**config.mk**
```make
export PLATFORM = sky130hd
export DESIGN_NAME = demux_sequencer
export DESIGN_NICKNAME = d
export VERILOG_FILES = /design/src/rtl/demux_sequencer.sv
export SDC_FILE = /design/constraint.sdc
export NUM_CORES = 1
export LEC_CHECK = 0
export CORE_UTILIZATION = 35
export DETAILED_ROUTE_END_ITERATION = 16
export PLACE_DENSITY_LB_ADDON = 0.2
export SYNTH_ARGS = -nofsm -noshare
export SYNTH_HDL_FRONTEND = slang
export SYNTH_SLANG_ARGS = --single-unit
```
**constraint.sdc**
```tcl
create_clock -name clk -period 1.5 [get_ports clk]
set_input_delay 0.225 -clock clk [delete_from_list [all_inputs] [get_ports clk]]
set_output_delay 0.225 -clock clk [all_outputs]
set_load 0.05 [all_outputs]
```
**src/rtl/demux_sequencer.sv**
```systemverilog
// demux_sequencer: hands one accepted bit at a time to a 4-way demux, holding it for HOLD_CYCLES cycles.
// Per-channel saturating delivery counters are built only when DEMUX_SEQUENCER_COUNT_EN is defined.
module demux_sequencer #(
    parameter int HOLD_CYCLES = 2
) (
    input  logic        clk,
    input  logic        rst_n,
    input  logic        in_valid,
    output logic        in_ready,
    input  logic        in_data,
    input  logic [1:0]  in_dest,
    input  logic        auto_rr,
    input  logic        cnt_clr,
    output logic        dm_in,
    output logic [1:0]  dm_sel,
    output logic        dm_strobe,
    output logic [31:0] cnt
);

    typedef enum logic [1:0] {
        IDLE  = 2'd0,
        DRIVE = 2'd1,
        GAP   = 2'd2
    } state_t;

    localparam logic [3:0] HOLD_LAST = 4'(HOLD_CYCLES - 1);

    state_t     state_q;
    logic [3:0] hold_q;
    logic [1:0] ptr_q;
    logic       in_ready_q;
    logic       dm_in_q;
    logic [1:0] dm_sel_q;
    logic       dm_strobe_q;
    logic       xfer_s;
    logic [1:0] dest_s;

    // Accept decode and destination choice for the current cycle
    always_comb begin
        xfer_s = 1'b0;
        dest_s = in_dest;
        if ((state_q == IDLE) && in_valid) begin
            xfer_s = 1'b1;
        end else begin
            xfer_s = 1'b0;
        end
        if (auto_rr) begin
            dest_s = ptr_q;
        end else begin
            dest_s = in_dest;
        end
    end

    // Sequencer FSM; every demux-facing output is a register
    always_ff @(posedge clk or negedge rst_n) begin
        if (!rst_n) begin
            state_q     <= IDLE;
            hold_q      <= 4'd0;
            ptr_q       <= 2'd0;
            in_ready_q  <= 1'b1;
            dm_in_q     <= 1'b0;
            dm_sel_q    <= 2'd0;
            dm_strobe_q <= 1'b0;
        end else begin
            case (state_q)
                IDLE: begin
                    if (xfer_s) begin
                        state_q     <= DRIVE;
                        hold_q      <= HOLD_LAST;
                        in_ready_q  <= 1'b0;
                        dm_in_q     <= in_data;
                        dm_sel_q    <= dest_s;
                        dm_strobe_q <= 1'b1;
                        if (auto_rr) begin
                            ptr_q <= ptr_q + 2'd1;
                        end
                    end
                end
                DRIVE: begin
                    if (hold_q == 4'd0) begin
                        state_q     <= GAP;
                        dm_in_q     <= 1'b0;
                        dm_strobe_q <= 1'b0;
                    end else begin
                        hold_q <= hold_q - 4'd1;
                    end
                end
                GAP: begin
                    state_q    <= IDLE;
                    in_ready_q <= 1'b1;
                end
                default: begin
                    // Unreachable encoding: fall back to a quiet IDLE
                    state_q     <= IDLE;
                    in_ready_q  <= 1'b1;
                    dm_in_q     <= 1'b0;
                    dm_strobe_q <= 1'b0;
                end
            endcase
        end
    end

    assign in_ready  = in_ready_q;
    assign dm_in     = dm_in_q;
    assign dm_sel    = dm_sel_q;
    assign dm_strobe = dm_strobe_q;

`ifdef DEMUX_SEQUENCER_COUNT_EN
    logic [3:0][7:0] cnt_q;
    logic [3:0][7:0] cnt_d;

    // Clear beats a coincident transfer; counts stick at 255
    always_comb begin
        cnt_d = cnt_q;
        if (cnt_clr) begin
            cnt_d = 32'd0;
        end else if (xfer_s && (cnt_q[dest_s] != 8'hFF)) begin
            cnt_d[dest_s] = cnt_q[dest_s] + 8'd1;
        end else begin
            cnt_d = cnt_q;
        end
    end

    // Delivery counter register
    always_ff @(posedge clk or negedge rst_n) begin
        if (!rst_n) begin
            cnt_q <= 32'd0;
        end else begin
            cnt_q <= cnt_d;
        end
    end

    assign cnt = cnt_q;
`else
    logic unused_cnt_clr_s;
    assign unused_cnt_clr_s = cnt_clr;
    assign cnt              = 32'd0;
`endif

endmodule

```
# ---- Word-level counts from Yosys, hierarchy flattened
# Cells that the tools add are included.
dict set report classes {
  n_addsub 2
  n_mul 0
  div_mod_pow 0
  order_cmp 0
  eq_ne 5
  n_shift 0
  muxes 15
  n_bitwise 2
  reduce_logical 10
}
# operator count
set op_table {}
lappend op_table {{$reduce_and 3->1} 3}
lappend op_table {{$mux 4} 2}
lappend op_table {{$pmux 4 s2} 1}
lappend op_table {{$mux 2} 3}
lappend op_table {{$ne 2x2->1 const B} 3}
lappend op_table {{$pmux 1 s3} 2}
lappend op_table {{$reduce_and 2->1} 3}
lappend op_table {{$mux 1} 5}
lappend op_table {{$logic_not 4->1} 1}
lappend op_table {{$pmux 2 s2} 1}
lappend op_table {{$sub 4x1->4 const B} 1}
lappend op_table {{$add 2x1->2 const B} 1}
lappend op_table {{$eq 2x1->1 const B} 1}
lappend op_table {{$eq 2x2->1 const B} 1}
lappend op_table {{$logic_not 2->1} 1}
lappend op_table {{$not 1->1} 2}
lappend op_table {{$pmux 1 s2} 1}
lappend op_table {{$reduce_bool 2->1} 1}
lappend op_table {{$logic_and 1x1->1} 1}
dict set report totals {
  ff_bits 13
  latch_bits 0
  ramBits 0
  rom_bits 0
  inputBits 8
  out_inout_bits 37
  elab_cells 41
  mem_count 0
}

# ---- Logic depth before layout (Yosys ltp)
# Gate-level depths: netlist of run 1.
dict set report depth {
  word_depth 5
  depth_mapped 5
  mapped_depth_nobuf 5
}

# ---- Worst setup path before layout of run 1
# OpenSTA, ideal clock, no wires.
dict set report synth_path {
  path_kind {register -> register}
  from {reg hold_q[0]}
  to {reg hold_q[0]}
  setup_ps 125
  t_arrival_ps 1414
  t_required_ps 1375
  path_slack_ps -40
  stages_incl_launch_ff 6
  path_buffers 0
  synth_period_minus_slack_ps 1540
  path_cell_list {dfrtp_1 inv_1 ha_1 nor3b_2 or3b_4 mux2_4}
}
dict set report synth_between {
  elab_chain_len 3
  elab_cells_between_ends 6
  cone_classes {1 x add/sub; 1 x eq/ne; 2 x mux; 2 x reduce/logical}
}
# item line
set synth_lines {}
lappend synth_lines {{from (decl)} 29} ;# logic [3:0] hold_q;
lappend synth_lines {{from (signal assigned)} 85} ;# hold_q <= hold_q - 4'd1;
lappend synth_lines {{$sub 4x1->4 / $logic_not 4->1 (equally long branches)} {85, 80}}
lappend synth_lines {{$mux 4 / $ne 2x2->1 (equally long branches)} -}
lappend synth_lines {{$pmux 4 s2 / $reduce_and 3->1 (equally long branches)} -}
# Parallel ways exist; a longest one is shown, timed or not. The select of a mux whose other input is x is not followed.
# A chain may end at the register's enable or synchronous reset.

# ---- Worst setup path after layout of run 1
dict set report layout_path {
  from {reg hold_q[1]}
  to {reg hold_q[0]}
}
dict set report layout_between {
  elab_chain_len 3
}
# item line
set layout_lines {}
lappend layout_lines {{$logic_not 4->1} 80} ;# if (hold_q == 4'd0) begin
lappend layout_lines {{$ne 2x2->1 (no source line)} -}
lappend layout_lines {{$reduce_and 3->1 (no source line)} -}
# Every way passes these cells.

==> results.md, run 1 <==
Status:
- The run finished, with violations left.
- The checks that failed: setup timing.

Detailed routing:
- After detailed routing, the number of remaining DRC violations is 0.
- The routed layout has 560 vias.
- The mean number of vias per cell is 4.06.
- After the first detailed-routing iteration, the DRC count stood at 4.
- The post-detailed-route wirelength per cell is 9.14 µm.
- The total wire length after detailed routing is 1.26 mm.
- The number of iterations in the first detailed-routing pass is 3.
- The post-detailed-route count of antenna-violating nets is 0.

Worst setup path:
- The critical path goes through inv_2 > ha_4 > nor3b_4 > or3b_4 > mux2_4.
- STA classifies the critical path endpoint as a register.
- The worst setup path is launched from a register.
- The critical path in this run is classified as reg2reg.
- For the worst setup path, the data arrival time is 1.67 ns.
- The delay of the slowest cell on the worst path is 0.38 ns.
- The required time of the critical path is 1.67 ns.
- Along the worst path, the maximum fanout reaches 3.
- The highest-delay cell along the critical path is or3b_4.

Yosys:
- Counting flops with a built-in enable in the synthesized netlist gives 0.
- The area of the mapped netlist is 865 µm².
- In the synthesized netlist, the number of instances is 88.
- The largest total area in the synthesized netlist belongs to dfrtp_1.
- The average instance in the mapped netlist occupies 9.82 µm².
- The total of warnings raised by yosys is 0.
- Counting flops with an async set or reset pin after synthesis yields a share of 1.00.
- Counting distinct cell types in the post-synthesis netlist gives 29.
- Yosys attributes the largest share of cell area to dfrtp_1 35%, buf_4 28%, dfstp_2 3.0%, nor2_1 2.6%, a21oi_1 2.3%.
- The prevailing post-synth register cell is dfrtp_1.
- Of the synthesized area, sequential elements account for 0.378.
- The share of synthesized area in the top cell type comes to 0.347.
- Synthesis inferred 13 register bits.

Pwr:
- The switching power total is 1.06 mW.
- The cell-internal power is 1.27 mW.
- The worst-case vdd ir drop is 1.06 mV.
- The sequential share of power is 0.302.
- Of the total power, the clock network draws 0.095.
- Of the total power, the share spent switching nets is 0.456.
- The leakage power figure is 0.502 nW.
- Of the total power, combinational logic draws 0.603.
- The power per cell area is 2300 nW/µm².
- Overall power consumption after layout is estimated at 2.33 mW.

STA:
- Between clock sinks in the finished design, the worst skew comes to 0.00424 ns.
- After layout, the worst setup slack is -0.00444 ns.
- The count of endpoints failing hold in the final timing report is 0.
- The tightest hold path in the finished design has a slack of 0.237 ns.
- The count of final max-slew check failures came to 0.
- The maximum frequency from static timing analysis is 665 MHz.
- Setup repair after global routing could not meet its margin everywhere.
- The post-route minimum period is 1.50 ns.
- Setup violations remaining at the end of the flow were counted as 1.
- Dividing the final minimum period by the clock period gives 1.00.

Clocking:
- The CTS sink count is 13.
- The TritonCTS clock tree is yes.
- Buffers added to address setup during post-CTS repair amount to 0.
- The number of H-tree levels is 1.
- In this run, CTS created clock tree buffers numbering 3.
- The clock latency on the worst-skew pair is 0.28 ns.
- After clock tree synthesis, the clock-pin slew on the worst setup and hold paths is 0.08 ns.
- The maximum number of buffers from clock root to sink is 2.
- Buffers inserted to repair hold after CTS numbered 0.
- The cell at the root of the clock tree is clkbuf_4.

Global route:
- The first global-routing pass estimated 2.18 mm of wire.
- The number of antenna violations at the first check in global routing is 0.
- In the global route stage, overall resource usage came out at 0.113.
- In this run the most used layer during global routing was met2.
- Entering global routing, the biggest net connects 14 pins.
- The total congestion overflow after global routing is 0.
- The met2 layer usage reported by global route is 0.167.
- For this run, global-route usage on met1 was measured as 0.149.
- For met3 alone, demand over resource in global routing was 0.0175.
- The via count of the first global-routing pass is 478.

Layout:
- Of the cells placed in the final design, the portion with a size suffix greater than 1 is 0.273.
- The final antenna diode count is 0.
- The area growth from synthesis to final layout is 17.2%.
- The final net count is 120.
- The number of fill cells in the layout is 233.

Placement:
- The congestion estimate from routability-driven global placement came to 0.764.
- The count of input and output buffers is 11.
- Summed over all nets, the half-perimeter wirelength after detailed placement is 955 µm.

Run:
- The tool flagged a number of max-cap violations equal to 0.

Die:
- The die covers 2670 µm².
- The die is 51.7 µm tall.
- The initial utilization of the core area, before any placement, comes to 0.380.
- 45 I/O pins were placed.
- The number of standard-cell rows in the floorplan is 17.
- The core area is 2280 µm².
- The die is 51.7 µm wide.

Min path:
- The min-delay analysis places its worst path in the category in2async.
-- registers in the layout, indices dropped and copies added, names as in the netlist --
register	flops
hold_q	4
dm_sel	2
dm_in	1
in_ready	1
ptr_q	2
state_q	2
dm_strobe	1
-- critical path, delay by kind of cell, from the launching register on --
kind / cells / cell delay [ns]
adders and majority gates: 1 / 0.16
buffers and inverters: 1 / 0.06
DFF: 1 / 0.37
muxes: 1 / 0.27
and+or+nand+nor: 2 / 0.53
-- Yosys cell counts (2+ instances only) --
cell type / count
buf_4: 32
dfrtp_1: 12
nor2_1: 6
a21oi_1: 4
nand2_1: 4
buf_2: 2
inv_1: 2
mux2i_1: 2
nor2b_1: 2
o21ai_0: 2
xnor2_1: 2
-- cell usage in the layout, fill, tap and decap left out, drive strengths merged, types with 2 or more instances in the layout --
cell,n
nor3b,3
nor2b,2
conb,32
o21ai,3
clkdlybuf4s50,6
xnor2,2
dfrtp,12
inv,2
mux2i,2
clkbuf,4
nand2,4
buf,15
a21oi,4
nor2,6
-- path summary, 6_finish.rpt --
check / from / end / slack, ns / depth (start not counted)
min: rst_n / hold_q[2] / 0.24 / 2
max in group asynchronous: rst_n / in_ready / 1.03 / 2
max: hold_q[1] / hold_q[0] / -0.004 / 5
max reg2reg: hold_q[1] / hold_q[0] / -0.004 / 5
min in group clk: ptr_q[1] / ptr_q[1] / 0.47 / 1
min reg2reg: ptr_q[1] / ptr_q[1] / 0.47 / 1
-- cell families (layout without fill, tap and decap cells) --
kind of cell             count (synthesis)  count (layout)  synth area share
AO/OA/AOI/OAI                           12              12            0.0883
XOR/XNOR                                 2               2            0.0203
adder cells (fa/ha/maj)                  1               1            0.0145
buffers and inverters                   36              27             0.298
flip-flops                              13              13             0.378
multiplexers                             3               3            0.0405
other                                    1              32           0.00434
AND/OR/NAND/NOR                         20              20             0.156
-- area by class of cell --
class | count | area, µm² | area share
Clock buffer | 4 | 26.3 | 0.0259
Timing Repair Buffer | 21 | 189 | 0.186
Tap cell | 28 | 35.0 | 0.0346
Sequential cell | 13 | 327 | 0.322
Multi-Input combinational cell | 70 | 429 | 0.423
Inverter | 2 | 7.51 | 0.00741
-- through the flow --
step / setup WS [ns] / TNS (ns) / std cells / utilization / cell area, µm²
after floorplan: -0.00573 / -0.00573 / 119 / - / 990
after global placement: 0.00420 / 0 / 134 / 0.422 / 960
after detailed placement: 0.00821 / 0 / 134 / 0.422 / 960
after CTS: -0.00850 / -0.00850 / 138 / 0.435 / 990
after global routing: -0.0460 / -0.0720 / 138 / 0.445 / 1010
final: -0.00444 / -0.00444 / 138 / 0.445 / 1010
-- power by group through the flow --
stage,sequential [mW],clock (mW),combinational [mW]
2_1_floorplan,0.867,0,0.774
3_3_place_gp,0.707,0,1.28
3_5_place_dp,0.707,0,1.30
4_1_cts,0.702,0.233,1.32
5_1_grt,0.742,0.258,1.52
6_report,0.706,0.222,1.41
-- metal layers --
metal,vias to the layer above,part of all wire
met5,-,0
met4,0,0.023
met3,4,0.063
met2,32,0.41
met1,250,0.50
li1,274,-
-- what timing repair did --
item / 4_1_cts / 5_1_grt
endpoints found under the setup margin: 1 / 4
pin swaps: 1 / 1
hold endpoints to repair: 0 / 0
gates resized for setup: 1 / 6
Power figures use the tool's default switching activity.
==> inputs of run 2 (changes only) <==
REMOVE_ABC_BUFFERS = 1   (was default)
SKIP_LAST_GASP = 1   (was default)
==> results.md, run 2 (synthesis gave the netlist of run 1 again) <==
Die:
- Measured along the x axis, the die boundary spans 51.7 µm.
- The y dimension of the die is 51.7 µm.
- The number of I/O pins is 45.
- The die covers 2670 µm².
- The core region is 2280 µm².
- The number of standard-cell rows in the floorplan is 17.
- For this configuration, the core starts out at a cell density of 0.380.

Run:
- The number of max-cap violations is 0.

STA:
- Setup repair after global routing could not meet its margin everywhere.
- Between clock sinks in the finished design, the worst skew comes to 0.00196 ns.
- The final worst slack is 0.0217 ns.
- Setup total negative slack on the finished layout was measured at 0 ns.
- Setup violations remaining at the end of the flow were counted as 0.
- The worst slack on hold paths is 0.254 ns.
- The count of endpoints failing hold in the final timing report is 0.
- The routed design could run at a clock period as short as 1.48 ns.
- The portion of the clock cycle consumed by the worst path in the final layout is 0.986.
- The count of final max-slew check failures is 0.
- Static timing analysis puts the maximum clock frequency at 676 MHz.

Detailed routing:
- For this block, the initial DRC count from the detailed router was 0.
- The final routed DRC violation total is 0.
- The post-detailed-route wirelength per cell is 9.69 µm.
- The total wire length after detailed routing is 1.33 mm.
- The mean number of vias per cell is 4.04.
- For this run, the detailed router's first-pass iteration total came to 1.
- The post-detailed-route count of antenna-violating nets is 0.
- The detailed router placed 554 vias in this run.

Placement:
- Prior to clock tree synthesis, the placed netlist has a worst setup slack of 0.0127 ns.
- The count of input and output buffers is 11.
- Once detailed placement completed, the half-perimeter wirelength came to 967 µm.
- The congestion estimate from routability-driven global placement came to 0.694.
- The placement-stage cell area is 948 µm².

Pwr:
- The total power is 2.34 mW.
- The power per cell area is 2300 nW/µm².
- IR analysis of the VDD net gives a maximum drop of 1.06 mV.
- The leakage power figure is 0.501 nW.

Global route:
- For this run, the total global-route usage over all layers was measured as 0.112.
- Global routing finished with a remaining overflow of 0.
- The via count of the first global-routing pass is 530.
- Entering global routing, the biggest net connects 14 pins.
- The number of antenna violations at the first check in global routing was 0.
- The global-route wire length before repair is 2.20 mm.

Worst setup path:
- Data on the critical path arrives at its endpoint at 1.64 ns.
- The required time of the critical path is 1.66 ns.
- The critical path in this run is classified as reg2reg.
- In this design, the stage delay of the slowest critical-path cell is 0.38 ns.
- The slack of the worst reg-to-reg path is 0.02 ns.
- The type of destination of the critical path is a register.
- The worst register-to-register path begins at hold_q[1].
- The signal on the critical path passes through inv_2 > ha_4 > nor3b_4 > or3b_4 > mux2_4.
- The termination of the worst setup path is hold_q[0].
- The largest individual stage delay along the critical path comes from the cell or3b_4.
- The worst register-to-register path has a depth of 5.
- The start point of the critical path is hold_q[1].
- STA classifies the critical path startpoint as a register.
- The maximum fanout along the worst path is 2.
- The critical register-to-register path endpoint is hold_q[0].

Clocking:
- In this run the number of H-tree levels came out at 1.
- The maximum number of buffers from clock root to sink is 2.
- The clock-pin slew on the worst setup and hold paths is 0.07 ns.
- TritonCTS created 3 clock buffers.
- The cell at the root of the clock tree is clkbuf_4.
- The CTS sink count is 13.
- The TritonCTS clock tree is yes.
- Hold repair after CTS inserted 0 buffers.
- The later pin in the worst-skew pair is clocked with a latency of 0.27 ns.

Layout:
- hold_q holds more flip-flops than any other register.
- In the layout the commonest cells are 32 x conb_1, 12 x dfrtp_1, 11 x buf_4.
- The cell area after layout is 1010 µm².
- The fraction of final layout cells with drive strength greater than 1 is 0.248.
- The area growth from synthesis to layout is 17.4%.
- The flip-flop count of the largest register after layout is 4.
- The number of fill cells in the layout is 224.
- The repair_antennas step left the layout with diodes totalling 0.
- The final net count is 119.
- The library cell used most frequently in the layout, excluding fill and tap cells, is conb_1.

Status:
- The flow ran to the end, and the final reports show no timing, DRC or antenna violations.

Min path:
- The classification of the worst-slack hold path is in2async.
run 2: cell count changes in the layout (fill, tap and decap cells not counted):
cell	before	now
o21ai_2	1	0
buf_4	13	11
buf_12	1	2
inv_1	0	1
o21ai_1	0	1
inv_2	2	1
run 2: how the worst min path moves through the flow:
stage / startpoint / end / slack (ns) / cells past startpoint
after floorplan: rst_n / dm_in / -0.07 / 0
final: rst_n / dm_strobe / 0.25 / 2
after detailed placement: ptr_q[1] / ptr_q[1] / 0.47 / 1
after global placement: ptr_q[1] / ptr_q[1] / 0.47 / 1
after global routing: rst_n / ptr_q[1] / 0.27 / 2
after CTS: rst_n / dm_strobe / 0.26 / 2
run 2: stage by stage:
step                 util  std cells
floorplan               -         85
global placement    0.417        132
detailed placement  0.417        132
CTS                 0.429        136
global route        0.446        137
finish              0.446        137
run 2: where the power goes:
group	internal, mW	switching (mW)	leakage (nW)
Clock	0.103	0.107	0.0150
Combinational	0.652	0.734	0.330
Sequential	0.532	0.207	0.156
run 2: repair_timing:
item | CTS | global route
endpoints found under the setup margin | 1 | 4
pin swaps | 0 | 2
gates resized for setup | 1 | 6
setup buffers | 0 | 1
run 2: layout make-up:
| cell class | count | area, µm² | area share |
|---|---|---|---|
| Clock buffer | 4 | 26.3 | 0.0259 |
| Inverter | 2 | 7.51 | 0.00740 |
| Multi-Input combinational cell | 70 | 425 | 0.419 |
| Sequential cell | 13 | 327 | 0.322 |
| Tap cell | 28 | 35.0 | 0.0345 |
| Timing Repair Buffer | 20 | 194 | 0.191 |
run 2: critical path, delay by kind of cell (launching register included):
kind	cells	cell delay, ns
AND/OR/NAND/NOR	2	0.53
adder cells (fa/ha/maj)	1	0.16
multiplexers	1	0.26
buffers and inverters	1	0.06
flip-flops	1	0.37
run 2: metal layers:
metal	up-vias	track usage	share of wire
met2	21	0.195	0.51
met1	258	0.127	0.43
li1	275	-	-
met4	0	0.0270	0
met5	-	0	0
met3	0	0.0439	0.061
